### src/rtl/pc_sequencer.sv
`default_nettype none
// ============================================================================
// Module      : pc_sequencer
// Description : Instruction fetch sequencer. Issues one fetch at a time to the
//               instruction memory, hands the returned word to decode, and
//               holds it until decode accepts it. It then computes the next
//               PC (JALR > JAL > taken branch > +4). A target with bit 1 set
//               is misaligned: it diverts the PC to TRAP_VEC and pulses
//               misalign_err.
// Ports       : clock, reset (async, active-high)
//               stall                     - decode not ready, hold instruction
//               br_en/br_taken/jal_en/jalr_en, imm_b/imm_j/jalr_tgt
//                                         - redirect info for held instruction
//               imem_req/imem_addr        - fetch request and address
//               imem_ready/imem_valid/imem_rdata - memory handshake/response
//               inst_valid/inst/inst_pc   - instruction to decode
//               pc, pc_sel, jlr_sel       - architectural PC and select codes
//               misalign_err              - one-cycle misaligned-redirect pulse
// Revision    : 1.0 - initial release
// ============================================================================
module pc_sequencer #(
    parameter logic [31:0] RESET_VEC = 32'h0000_0000,
    parameter logic [31:0] TRAP_VEC  = 32'h0000_0100
) (
    input  logic        clock,
    input  logic        reset,
    input  logic        stall,
    input  logic        br_en,
    input  logic        br_taken,
    input  logic        jal_en,
    input  logic        jalr_en,
    input  logic [31:0] imm_b,
    input  logic [31:0] imm_j,
    input  logic [31:0] jalr_tgt,
    output logic        imem_req,
    output logic [31:0] imem_addr,
    input  logic        imem_ready,
    input  logic        imem_valid,
    input  logic [31:0] imem_rdata,
    output logic        inst_valid,
    output logic [31:0] inst,
    output logic [31:0] inst_pc,
    output logic [31:0] pc,
    output logic [1:0]  pc_sel,
    output logic        jlr_sel,
    output logic        misalign_err
);

    localparam logic [31:0] c_PC_STEP  = 32'd4;
    localparam logic [31:0] c_JALR_MSK = 32'hFFFF_FFFE;

    localparam logic [1:0] c_SEL_SEQ = 2'd0;
    localparam logic [1:0] c_SEL_JAL = 2'd1;
    localparam logic [1:0] c_SEL_BR  = 2'd2;
    localparam logic [1:0] c_SEL_RST = 2'd3;

    typedef enum logic [1:0] {
        ST_RST  = 2'd0,
        ST_REQ  = 2'd1,
        ST_WAIT = 2'd2,
        ST_HOLD = 2'd3
    } state_t;

    state_t      r_state;
    state_t      w_state_nxt;
    logic        w_imem_req;
    logic        w_capture;
    logic        w_advance;

    logic [31:0] r_pc;
    logic [1:0]  r_pc_sel;
    logic        r_jlr_sel;
    logic [31:0] r_inst;
    logic [31:0] r_inst_pc;
    logic        r_inst_valid;
    logic        r_misalign;

    logic [31:0] w_target;
    logic [1:0]  w_sel;
    logic        w_jlr;
    logic        w_misalign;

    // ------------------------------------------------------------------
    // FSM state register
    // ------------------------------------------------------------------
    always_ff @(posedge clock or posedge reset) begin
        if (reset) begin
            r_state <= ST_RST;
        end else begin
            r_state <= w_state_nxt;
        end
    end

    // ------------------------------------------------------------------
    // FSM next-state and control. Only one fetch is ever in flight: a new
    // request is raised only after the previous instruction left HOLD.
    // ------------------------------------------------------------------
    always_comb begin
        w_state_nxt = r_state;
        w_imem_req  = 1'b0;
        w_capture   = 1'b0;
        w_advance   = 1'b0;
        case (r_state)
            ST_RST: begin
                w_state_nxt = ST_REQ;
            end
            ST_REQ: begin
                w_imem_req = 1'b1;
                if (imem_ready) begin
                    w_state_nxt = ST_WAIT;
                end
            end
            ST_WAIT: begin
                if (imem_valid) begin
                    w_capture   = 1'b1;
                    w_state_nxt = ST_HOLD;
                end
            end
            ST_HOLD: begin
                if (!stall) begin
                    w_advance   = 1'b1;
                    w_state_nxt = ST_REQ;
                end
            end
            default: begin
                w_state_nxt = ST_RST;
            end
        endcase
    end

    // ------------------------------------------------------------------
    // Next-PC selection, relative targets based on the held inst_pc.
    // ------------------------------------------------------------------
    always_comb begin
        w_target = r_inst_pc + c_PC_STEP;
        w_sel    = c_SEL_SEQ;
        w_jlr    = 1'b0;
        if (jalr_en) begin
            w_target = jalr_tgt & c_JALR_MSK;
            w_jlr    = 1'b1;
        end else if (jal_en) begin
            w_target = r_inst_pc + imm_j;
            w_sel    = c_SEL_JAL;
        end else if (br_en && br_taken) begin
            w_target = r_inst_pc + imm_b;
            w_sel    = c_SEL_BR;
        end
    end

    assign w_misalign = w_target[1];

    // ------------------------------------------------------------------
    // Datapath registers
    // ------------------------------------------------------------------
    always_ff @(posedge clock or posedge reset) begin
        if (reset) begin
            r_pc         <= RESET_VEC;
            r_pc_sel     <= c_SEL_RST;
            r_jlr_sel    <= 1'b0;
            r_inst       <= 32'd0;
            r_inst_pc    <= 32'd0;
            r_inst_valid <= 1'b0;
            r_misalign   <= 1'b0;
        end else begin
            r_misalign <= 1'b0;
            if (w_capture) begin
                r_inst       <= imem_rdata;
                r_inst_pc    <= r_pc;
                r_inst_valid <= 1'b1;
            end
            if (w_advance) begin
                r_inst_valid <= 1'b0;
                r_pc_sel     <= w_sel;
                r_jlr_sel    <= w_jlr;
                r_misalign   <= w_misalign;
                r_pc         <= w_misalign ? TRAP_VEC : w_target;
            end
        end
    end

    assign imem_req     = w_imem_req;
    assign imem_addr    = r_pc;
    assign inst_valid   = r_inst_valid;
    assign inst         = r_inst;
    assign inst_pc      = r_inst_pc;
    assign pc           = r_pc;
    assign pc_sel       = r_pc_sel;
    assign jlr_sel      = r_jlr_sel;
    assign misalign_err = r_misalign;

endmodule
`default_nettype wire

### config.mk
export PLATFORM = sky130hd
export DESIGN_NAME = pc_sequencer
export DESIGN_NICKNAME = d
export VERILOG_FILES = /design/src/rtl/pc_sequencer.sv
export SDC_FILE = /design/constraint.sdc
export NUM_CORES = 1
export LEC_CHECK = 0
export ABC_AREA = 1
export CAP_MARGIN = 20
export CORE_ASPECT_RATIO = 2
export CORE_MARGIN = 5
export CORE_UTILIZATION = 45
export DETAILED_ROUTE_END_ITERATION = 12
export PLACE_DENSITY = 0.89
export SYNTH_ARGS = -nofsm -noshare
export SYNTH_HDL_FRONTEND = slang
export SYNTH_SLANG_ARGS = --single-unit
### constraint.sdc
create_clock -name clock -period 2.9 [get_ports clock]
set_input_delay 0.435 -clock clock [delete_from_list [all_inputs] [get_ports clock]]
set_output_delay 0.435 -clock clock [all_outputs]
set_load 0.03 [all_outputs]
### Word level (Yosys, flattened, before mapping)

Cells that the tools add are included.

| operators by class | value |
|---|---|
| $add $sub $neg | 3 |
| equality and inequality tests | 6 |
| mux-type cells | 20 |
| reductions and logical operators | 4 |

Operator list:

| kind | count |
|---|---|
| two-way mux 32 bit | 4 |
| adder 32 bit | 2 |
| adder 32 x 3 -> 32 bit, second input constant | 1 |
| two-way mux 2 bit | 6 |
| two-way mux 1 bit | 9 |
| one-hot mux 2 bit (4 select lines) | 1 |
| inequality test 2 bit, second input constant | 3 |
| equality test 2 bit, second input constant | 2 |
| AND reduction 3 bit | 1 |
| equality test 2 x 1 -> 1 bit, second input constant | 1 |
| logical NOT 2 bit | 1 |
| nonzero test 2 bit | 1 |
| logical AND 1 bit | 1 |

| storage, ports and cells | value |
|---|---|
| bits in registers | 103 |
| bits of input ports | 137 |
| output and inout bits | 134 |
| logic and storage cells | 41 |

### Depth between registers and ports, before layout

Gate-level depths: netlist (run 1).

| depth | value |
|---|---|
| depth in word-level cells | 5 |
| depth in mapped cells | 18 |
| depth with buffers taken out | 18 |

### Worst setup path before layout (run 1)

Ideal clock, no wire load.

| path | value |
|---|---|
| path type | reg-to-reg |
| from | register r_inst_pc[2], in the netlist inst_pc[2] |
| to | register r_pc[31], in the netlist imem_addr[31] |
| library setup time | 0.117 ns |
| arrival | 2.086 ns |
| path slack | 0.697 ns |
| stages on the path, launching flop included | 17 |
| path buffers | 0 |
| period minus slack after synthesis | 2.203 ns |
| path through | dfrtp_1 -> ha_1 -> nand2_1 -> o21ai_0 -> nand2_1 -> inv_1 -> nor2_1 -> o21ai_0 -> nand2_1 -> nand2_1 -> nand2_1 -> nand2_1 -> nand2_1 -> nand2_1 -> nand2_1 -> nand2_1 -> nand2_1 |

| on the way | value |
|---|---|
| word-level cells in the longest chain between the ends | 5 |
| elaborated cells between the ends (all ways) | 7 |

RTL lines:

| item | line | source |
|---|---|---|
| start: declaration | 74 | `logic [31:0] r_inst_pc;` |
| start signal: assignment | 168 | `r_inst_pc <= r_pc;` |
| adder 32 x 3 -> 32 bit or adder 32 bit (tied branches) | 135, 145 |  |
| two-way mux 32 bit | 144 | `end else if (br_en && br_taken) begin` |
| two-way mux 32 bit * | 141 | `end else if (jal_en) begin` |
| two-way mux 32 bit * | 138 | `if (jalr_en) begin` |
| two-way mux 32 bit * | 176 | `r_pc <= w_misalign ? TRAP_VEC : w_target;` |
| end signal: assignment | 176 |  |
| end: declaration | 70 | `logic [31:0] r_pc;` |

Mark *: on every way between the ends. The rest lies on a longest branch, timed or not.
A chain may end at the register's enable or synchronous reset.

### Worst setup path in the final report (run 1)

| path | value |
|---|---|
| from | register r_inst_pc[16], in the netlist inst_pc[16] |
| to | register r_pc[26], in the netlist imem_addr[26] |

The elaborated chain is that of the path after synthesis.

==> metrics.txt, run 1 <==
status=complete, no violations; synthesized area per cell=6.10 sq um; gpl congestion=1.02; clock skew=0.0153 ns; post-synthesis sequential area ratio=0.257; peak supply drop=740 uV; layout cells sized above 1=0.0425; Post-CTS Setup Bufs=0; post-synthesis cell area=9830 sq um; Post-Synthesis Cells=1,612; Area Growth Syn to Fin=32.7%; PostCTS Resize Cnt=0; Top FF cell, synth=dfrtp_1; Post-synth EDFFs=0; Critical Path RT=3.16 ns; hold_ws=0.480 ns; pin count of the biggest net entering global routing=102; std cell rows=76; Int Pwr=0.00602 W; Rel. slew slack=0.508; sw power=0.00669 W; DRC Markers=0; fin crit share=0.908; vias in the first global route=11,600; Final Max Tran Viols=0; max frequency=0.380 GHz; initial antenna violation count=0; Synthesis Warnings=0; Synth async-reset ratio=1.00; Seq pwr share=0.225; clock root cell=clkbuf_16; endpoints failing setup=0; min Tclk post-route=2.63 ns; vias=11,600; port bufs=266; CP max FO=8; gr usage total=0.296; R2R depth=15; Worst setup EP type=flip-flop; worst hold path type=reg2reg; Yosys reg bits=101; IO Pins=271; hpwl dp=30,400 um; drt total wl=37,500 um; slew at the pin with the worst max-slew slack=0.731 ns; Die Y-Extent=219 um; HP Start=inst[26]; Comb power frac=0.666; hold violation count in the final report=0; total power=0.0127 W; launching point of the worst reg2reg path=inst_pc[16]; Worst Setup SP=inst_pc[16]; RSZ-0062 raised after global routing=false; maxcap violations=0; flop-to-flop setup slack=0.27 ns; TritonCTS clock tree=yes; global-route wire length before repair=57,900 um; Clk network pwr share=0.110; # clock sinks=101; First DRT Iteration DRCs=931; sw frac=0.526; Final ANT Viol Nets=0; startpoint types=flip-flop; crit path kind=reg2reg; Hold Crit Depth=2; Reg-to-Reg End=imem_addr[26]; Die W=115 um; nets=2,060; Hold-fix buffers, CTS=0; Num CTS Buffers=9; DIE AREA=25,100 sq um; Worst EP arrival=2.89 ns; # H-tree levels=3; Min-Delay Endpoint=inst[26]; Static Leak=6.68 nW; CTS max path bufs=2; initial core utilization=0.456; post-synth cell types=51; CTS clk-pin slew, worst paths=0.07 ns; clk_lat worst skew=0.37 ns; grt total ovfl=0; core area=21,600 sq um; pwr/cell area=975 nW/um^2; Pre-Repair DR Iteration Count=6; WL/cell=17.6 um; Vias/cell=5.41
## metal layers
layer	up-vias	GRT usage	wire length [um]
met1	5264	0.310	13300
met4	0	0.218	2860
met2	513	0.530	19300
li1	5622	-	-
met5	-	0	0
met3	156	0.0353	2090
## worst max-delay path, cell delays in order, from the launching register on
cell and delay [ns]:
dfrtp_1 0.73, ha_1 0.39, nand2_1 0.16, inv_1 0.05, nand2_1 0.07, nand2_1 0.07
a21oi_1 0.23, nor2_1 0.07, nor2_1 0.08, o21ai_0 0.15, nand2_1 0.09, nand2_1 0.05
o21ai_1 0.19, nand2_1 0.10, nand2_1 0.06, nand2_1 0.04
## kinds of logic (layout without fill, tap and decap cells)
kind of cell / after synthesis / count (layout) / share of synthesized area
DFF: 101 / 101 / 0.257
xor gates and xnor gates: 23 / 23 / 0.0205
muxes: 1 / 1 / 0.00102
buffers and inverters: 265 / 512 / 0.118
AOI/OAI and AO/OA: 229 / 229 / 0.127
other: 1 / 5 / 0.000381
and+or+nand+nor: 925 / 925 / 0.390
adders and majority gates: 67 / 67 / 0.0853
## layout make-up
class                   instances  area (sq um)
clock inverters                 6           103
repair buffers                301          2940
multi-input cells            1248          6150
clock buffers                  10           239
diodes                          2          5.00
well taps                     273           342
flip-flops and latches        101          2530
fillers                      2012          8540
inverters                     195           736
## cells in the mapped netlist (3+ instances only)
cell type  number  area, sq um
buf_2           3         15.0
buf_4          37          278
nor2_1        160          601
nand3_1       110          551
or2_2           4         25.0
ha_1           67          838
o21ai_1         3         15.0
a21o_1          6         45.0
a31oi_1         6         37.5
inv_1         191          717
nand2_1       591         2220
dfrtp_1        99         2480
nor2_4          4         45.0
nor4_1          4         25.0
nand3b_1        7         52.6
nor3_1         16         80.1
o21bai_1       11         82.6
xor2_1         15          131
a21oi_1        79          395
buf_1           3         11.3
nand2_4         3         33.8
o211ai_1        3         22.5
xnor2_1         8         70.1
clkbuf_1       24         90.1
nand4_1        14         87.6
o21ai_0       105          526
nand2_2         3         18.8
## registers in the layout, indices dropped and copies added, names as in the netlist
register,cells
imem_addr,31
misalign_err,1
inst_pc,31
inst_valid,1
r_state,2
jlr_sel,1
pc_sel,2
inst,32
## worst max path at each step
stage,end,slack [ns],depth (start not counted)
6_report,imem_addr[26],0.27,15
5_1_grt,imem_addr[26],0.09,15
4_1_cts,imem_addr[26],0.33,15
3_5_place_dp,imem_addr[29],-0.03,15
3_3_place_gp,imem_addr[29],-0.01,15
2_1_floorplan,imem_addr[31],0.70,16
## cell usage in the layout, fill, tap and decap left out, drive strengths merged, types with 2 or more instances in the layout
cell type	Yosys	layout
a21o	6	6
a21oi	79	79
a22oi	2	2
a31oi	6	6
buf	43	35
bufinv	0	2
clkbuf	27	10
clkdlybuf4s50	0	266
clkinv	2	3
conb	1	3
dfrtp	99	99
dfstp	2	2
diode	0	2
ha	67	67
inv	193	195
nand2	597	597
nand3	110	110
nand3b	7	7
nand4	14	14
nor2	165	165
nor3	20	20
nor3b	2	2
nor4	4	4
o211ai	3	3
o21a	2	2
o21ai	110	110
o21bai	11	11
o221ai	2	2
o22ai	2	2
or2	5	5
xnor2	8	8
xor2	15	15
## power groups by stage
stage,clock (W),combinational (W),sequential (W)
after floorplan,0,0.00437,0.00377
after global placement,0,0.00824,0.00281
after detailed placement,0,0.00838,0.00285
after CTS,0.00142,0.00843,0.00283
after global routing,0.00147,0.00918,0.00294
final,0.00140,0.00846,0.00285
## per-stage QoR
stage          setup TNS (ns)  cells  setup WS, ns   util  cell area (sq um)
3_5_place_dp          -0.0473   2118       -0.0278  0.588              12700
4_1_cts                     0   2134         0.332  0.604              13000
6_report                    0   2136         0.268  0.604              13000
2_1_floorplan               0   1614         0.697      -               9840
3_3_place_gp          -0.0127   2118       -0.0127  0.588              12700
5_1_grt                     0   2134        0.0854  0.604              13000
Note: power is estimated with default switching activity, not from simulation.
==> run 2: changes to the inputs <==
--- a/config.mk
+++ b/config.mk
@@ -10,6 +10,7 @@
 export CORE_ASPECT_RATIO = 2
 export CORE_MARGIN = 5
 export CORE_UTILIZATION = 45
+export CTS_CLUSTER_DIAMETER = 120
 export DETAILED_ROUTE_END_ITERATION = 12
 export PLACE_DENSITY = 0.89
 export SYNTH_ARGS = -nofsm -noshare
==> results of run 2 <==
No change in the layout: final DEF, timing and power equal those of run 1.
